## config.mk

```make
export PLATFORM = sky130hd
export DESIGN_NAME = fetch_ctrl_flat
export DESIGN_NICKNAME = d
export VERILOG_FILES = /design/src/rtl/fetch_ctrl_if.sv /design/src/rtl/fetch_ctrl.sv /design/src/flat_wrapper.sv
export SDC_FILE = /design/constraint.sdc
export NUM_CORES = 1
export LEC_CHECK = 0
export ABC_CLOCK_PERIOD_IN_PS = 2250
export BUFFER_PORTS_ARGS = -buffer_cell sky130_fd_sc_hd__buf_2
export CAP_MARGIN = 20
export CORE_MARGIN = 5
export CORE_UTILIZATION = 39
export CTS_BUF_LIST = sky130_fd_sc_hd__clkbuf_16
export DETAILED_ROUTE_END_ITERATION = 7
export GPL_TIMING_DRIVEN = 0
export HOLD_SLACK_MARGIN = 0.12
export SLEW_MARGIN = 20
export SYNTH_ARGS = -nofsm -noshare
export SYNTH_HDL_FRONTEND = slang
export SYNTH_SLANG_ARGS = --single-unit
```

## constraint.sdc

```tcl
create_clock -name clk -period 2.25 [get_ports clk]
set_input_delay 0.45 -clock clk [delete_from_list [all_inputs] [get_ports clk]]
set_output_delay 0.45 -clock clk [all_outputs]
set_load 0.05 [all_outputs]
```

## src/rtl/fetch_ctrl_if.sv

```systemverilog
// rtl/fetch_ctrl_if.sv - instruction memory port and decode stream of the fetch sequencer
interface fetch_ctrl_if #(
    parameter int ADDR_W = 10,
    parameter int DATA_W = 32
);
    logic [ADDR_W-1:0] mem_addr;
    logic [DATA_W-1:0] mem_rdata;
    logic              out_valid;
    logic              out_ready;
    logic [DATA_W-1:0] out_instr;
    logic [ADDR_W-1:0] out_pc;

    modport master (
        output mem_addr,
        input  mem_rdata,
        output out_valid,
        input  out_ready,
        output out_instr,
        output out_pc
    );

    modport slave (
        input  mem_addr,
        output mem_rdata,
        input  out_valid,
        output out_ready,
        input  out_instr,
        input  out_pc
    );
endinterface

```

## src/rtl/fetch_ctrl.sv

```systemverilog
// rtl/fetch_ctrl.sv - PC owner and prefetch FIFO feeding decode, with start/halt/redirect control
// Optional FETCH_CTRL_PERF_EN adds saturating fetch_cnt/flush_cnt counters.
module fetch_ctrl #(
    parameter int                ADDR_W     = 10,
    parameter int                DATA_W     = 32,
    parameter int                FIFO_DEPTH = 2,
    parameter logic [ADDR_W-1:0] RESET_PC   = '0
) (
    input  logic              clk,
    input  logic              rst,
    input  logic              start,
    input  logic              halt_req,
    input  logic              redirect,
    input  logic [ADDR_W-1:0] redirect_pc,
    fetch_ctrl_if.master      bus,
    output logic              busy
`ifdef FETCH_CTRL_PERF_EN
    ,
    output logic [31:0]       fetch_cnt,
    output logic [31:0]       flush_cnt
`endif
);
    localparam int PTR_W = $clog2(FIFO_DEPTH);
    localparam int CNT_W = PTR_W + 1;

    typedef enum logic [1:0] {S_IDLE, S_RUN, S_HALTED} state_t;

    state_t            state, state_nxt;
    logic [ADDR_W-1:0] pc;
    logic [DATA_W-1:0] instr_mem [FIFO_DEPTH];
    logic [ADDR_W-1:0] pc_mem    [FIFO_DEPTH];
    logic [PTR_W-1:0]  wr_ptr, rd_ptr;
    logic [CNT_W-1:0]  count;
    logic              pop, fetch;

    assign bus.mem_addr  = pc;
    assign bus.out_valid = (count != '0);
    assign bus.out_instr = instr_mem[rd_ptr];
    assign bus.out_pc    = pc_mem[rd_ptr];

    always_ff @(posedge clk or negedge rst) begin
        if (!rst) begin
            state <= S_IDLE;
        end else begin
            state <= state_nxt;
        end
    end

    always_comb begin
        state_nxt = state;
        busy      = 1'b0;
        pop       = 1'b0;
        fetch     = 1'b0;
        case (state)
            S_IDLE: begin
                if (start && !halt_req) state_nxt = S_RUN;
            end
            S_RUN: begin
                busy = 1'b1;
                if (halt_req) state_nxt = S_HALTED;
            end
            S_HALTED: begin
                if (start && !halt_req) state_nxt = S_RUN;
            end
            default: state_nxt = S_IDLE;
        endcase
        // A redirect freezes the FIFO for its cycle: nothing enters or leaves.
        pop   = bus.out_valid && bus.out_ready && !redirect;
        fetch = (state == S_RUN) && !redirect &&
                ((count < CNT_W'(FIFO_DEPTH)) || pop);
    end

    always_ff @(posedge clk or negedge rst) begin
        if (!rst) begin
            pc     <= RESET_PC;
            wr_ptr <= '0;
            rd_ptr <= '0;
            count  <= '0;
            for (int i = 0; i < FIFO_DEPTH; i++) begin
                instr_mem[i] <= '0;
                pc_mem[i]    <= '0;
            end
        end else if (redirect) begin
            pc     <= redirect_pc;
            wr_ptr <= '0;
            rd_ptr <= '0;
            count  <= '0;
        end else begin
            if (fetch) begin
                instr_mem[wr_ptr] <= bus.mem_rdata;
                pc_mem[wr_ptr]    <= pc;
                wr_ptr            <= wr_ptr + PTR_W'(1);
                pc                <= pc + ADDR_W'(1);
            end
            if (pop) begin
                rd_ptr <= rd_ptr + PTR_W'(1);
            end
            case ({fetch, pop})
                2'b10:   count <= count + CNT_W'(1);
                2'b01:   count <= count - CNT_W'(1);
                default: count <= count;
            endcase
        end
    end

`ifdef FETCH_CTRL_PERF_EN
    logic [32:0] flush_sum;

    assign flush_sum = {1'b0, flush_cnt} + 33'(count);

    always_ff @(posedge clk or negedge rst) begin
        if (!rst) begin
            fetch_cnt <= '0;
            flush_cnt <= '0;
        end else begin
            if (fetch && (fetch_cnt != '1)) begin
                fetch_cnt <= fetch_cnt + 32'd1;
            end
            if (redirect) begin
                flush_cnt <= flush_sum[32] ? '1 : flush_sum[31:0];
            end
        end
    end
`endif
endmodule

```

## src/flat_wrapper.sv

```systemverilog
// flat-port wrapper written by rule: the top's interface ports become plain ports
module fetch_ctrl_flat 
#(
    parameter int                ADDR_W     = 10,
    parameter int                DATA_W     = 32,
    parameter int                FIFO_DEPTH = 2,
    parameter logic [ADDR_W-1:0] RESET_PC   = '0
)
  (clk, rst, start, halt_req, redirect, redirect_pc, busy, bus_mem_addr, bus_mem_rdata, bus_out_valid, bus_out_ready, bus_out_instr, bus_out_pc);
  fetch_ctrl_if #(.ADDR_W(ADDR_W), .DATA_W(DATA_W)) bus_i ();
  input  logic clk;
  input  logic rst;
  input  logic start;
  input  logic halt_req;
  input  logic redirect;
  input  logic [ADDR_W-1:0] redirect_pc;
  output logic busy;
  output wire logic [$bits(bus_i.mem_addr)-1:0] bus_mem_addr;
  input wire logic [$bits(bus_i.mem_rdata)-1:0] bus_mem_rdata;
  output wire logic [$bits(bus_i.out_valid)-1:0] bus_out_valid;
  input wire logic [$bits(bus_i.out_ready)-1:0] bus_out_ready;
  output wire logic [$bits(bus_i.out_instr)-1:0] bus_out_instr;
  output wire logic [$bits(bus_i.out_pc)-1:0] bus_out_pc;
  assign bus_mem_addr = bus_i.mem_addr;
  assign bus_i.mem_rdata = bus_mem_rdata;
  assign bus_out_valid = bus_i.out_valid;
  assign bus_i.out_ready = bus_out_ready;
  assign bus_out_instr = bus_i.out_instr;
  assign bus_out_pc = bus_i.out_pc;
  fetch_ctrl #(.ADDR_W(ADDR_W), .DATA_W(DATA_W), .FIFO_DEPTH(FIFO_DEPTH), .RESET_PC(RESET_PC)) u_core (.clk(clk), .rst(rst), .start(start), .halt_req(halt_req), .redirect(redirect), .redirect_pc(redirect_pc), .bus(bus_i), .busy(busy));
endmodule
```

==> reports/metrics.cfg <==
[outcome]
status = finished, final reports clean

[min_path]
hold_class = in2reg
hold_path_end = u_core.state[0]
hold_depth = 2
holdCritStartpoint = halt_req

[setup_path]
r2r_slack_ns = 0.31
path_max_fanout = 10
cp.depth = 3
crit_required_ns = 1.80
startpoint_type = flop
rr_worst_depth = 5
critPathKind = reg2out
cp_slowest_cell = dfrtp_2
r2r_start = u_core.state[1]
arrival_ns = 1.67
worstPathCellList = clkbuf_4, mux2_2, buf_2
r2r-end = u_core.instr_mem[55]
worst-path-buf-inv = 2
endpoint_kind = primary output
critical-path-top-delay-family = buffers and inverters
slowest_delay_ns = 0.45

[detailed_routing]
routed_wl_mm = 10.2
drtIter0Drc = 121
vias = 2913
drc = 0
wl_per_cell_um = 17.3
ant_nets = 0
viasPerCell = 4.95
dr.pass1.iters = 4

[clocking]
cts_inserted_buffers = 9
cts_buffer_depth = 2
clock_latency_ns = 0.34
clk_pin_slew_worst_paths_ns = 0.06
cts_tree = yes
cts_sinks = 100
post_cts_buffers = 0
cts-root-buf = clkbuf_16
htreeDepth = 3

[power]
power_density_nw_per_um2 = 1310
peakVddDrop_uv = 605
p_leak_nw = 2.65

[die]
die-area_sq_um = 14500
start_util = 0.396
dieWidth_um = 120
die_height_um = 120
io_pins = 102
rows = 40
core_area_sq_um = 12000

[timing]
finalSetupTns_ns = 0
timing.slew.headroom = 0.584
rsz0062_at_grt = false
report.final.slew_viol_count = 0
layout_min_cycle_time_ns = 2.12
hold_violations = 0
final.period_utilization = 0.943
setup_viol = 0
clock_skew_ns = 0.00772
finalWorstSetupSlack_ns = 0.129
hold_slack_ns = 0.284
fmax_mhz = 471
tightest_slew_ns = 0.619

[logic_synthesis]
synthesis.area_sq_um = 4740
synth_top_area_frac = 0.528
ys.flop_type = dfrtp_1
synth.most_common_cell = dfrtp_1
synth_edf_count = 0
ys_warn_count = 0
synth_area_leaders = dfrtp_1 (53%), mux2_2 (20%), mux2_4 (13%)
async_flop_share = 1.00
syn_area_per_cell_sq_um = 14.7
synth_cells = 323
synth_cell_types = 39
ys_seq_area_frac = 0.528
synth_common_cells = dfrtp_1 (100), mux2_2 (85), mux2_4 (40), nand2_1 (15), o21ai_0 (13)
synth_nets = 372
yosysTopAreaCell = dfrtp_1
synth_seq_cells = 100

[final_layout]
syn_to_final_growth_pct = 21.9
fill_cells = 1068
layout-drive-gt1-share = 0.601
diodes = 0
fin_nets = 485
postLayoutCoreUtil = 0.483

[global_route]
grt_pass1_wl_mm = 16.4
grt_pass1_vias = 3194
grt_start_max_net_pins = 72
grt_overflow = 0
antenna_found_initial = 0
grtUsageTotal = 0.144

[placed_design]
dpl.hpwl_mm = 7.19
pre_cts_slack_ns = -0.0960
io_buffers = 101
routabilityCongestion = 0.820

[run]
cap_viol_max_count = 0

final cells by class:
cell class,count,area [sq um],share of cell area
Timing Repair Buffer,103,549,0.0950
Clock inverter,7,68.8,0.0119
Tap cell,147,184,0.0318
Inverter,3,11.3,0.00195
Clock buffer,9,225,0.0390
Buffer,16,185,0.0320
Multi-Input combinational cell,203,2050,0.355
Sequential cell,100,2500,0.433
logic make-up after synthesis:
group                      synth area share
muxes                                 0.333
DFF                                   0.528
and+or+nand+nor                      0.0604
AOI/OAI and AO/OA                    0.0222
buffers and inverters                0.0391
xor gates and xnor gates             0.0148
adders and majority gates           0.00264
power breakdown:
part	internal, mW	switching, mW	leakage (nW)	total, mW
Clock	0.858	0.665	0.147	1.52
Sequential	2.48	0.376	1.23	2.86
Combinational	1.27	1.91	1.27	3.19
cell usage in the layout (no fill, tap or decap), types with 2 or more instances in the layout:
master,count
or3_1,2
mux2_4,40
nor3_1,2
dfrtp_1,99
clkbuf_16,9
clkbuf_1,2
xnor2_1,5
a31oi_1,2
clkbuf_4,4
buf_2,100
clkinv_2,2
buf_6,7
nor2_1,5
clkinv_4,2
a21oi_1,4
buf_12,4
mux2_2,85
inv_1,3
nand4_1,2
nand3_1,4
nand2_1,15
xor2_1,3
nor4_1,2
o21ai_0,13
routing by layer:
metal,part of all wire,routed length (um),vias up,GRT usage
met3,0.051,518,9,0.0379
met4,0.012,123,0,0.0425
met1,0.48,4900,1446,0.198
met5,0,0,-,0
met2,0.46,4660,81,0.225
li1,-,-,1377,-
through the flow:
| step | total power, mW | cell area [sq um] | instances |
|---|---|---|---|
| final | 7.56 | 5780 | 588 |
| after global routing | 7.93 | 5780 | 588 |
| after CTS | 7.67 | 5780 | 588 |
| after detailed placement | 6.09 | 5460 | 572 |
| after global placement | 5.99 | 5430 | 571 |
| after floorplan | 5.40 | 4740 | 323 |
worst max path at each step:
stage,from,end,slack (ns)
6_report,u_core.rd_ptr,bus_out_pc[5],0.13
3_3_place_gp,rst,u_core.pc_mem[12],-0.33
4_1_cts,u_core.rd_ptr,bus_out_instr[31],0.09
3_5_place_dp,u_core.rd_ptr,bus_out_instr[31],-0.1
5_1_grt,u_core.rd_ptr,bus_out_pc[5],0.05
2_1_floorplan,u_core.rd_ptr,bus_out_instr[27],0.42
what timing repair did:
action / CTS / global route
resized for setup: 9 / 0
endpoints found under the setup margin: 39 / 0
hold buffers: 1 / 0
hold endpoints to repair: 29 / 0
state kept, by name, indices dropped and copies added, names as in the netlist:
register / count
u_core.bus.mem_addr: 10
u_core.count: 2
u_core.instr_mem: 64
u_core.pc_mem: 20
u_core.rd_ptr: 1
u_core.state: 2
u_core.wr_ptr: 1
No activity file was read; power rests on OpenSTA's default activity.
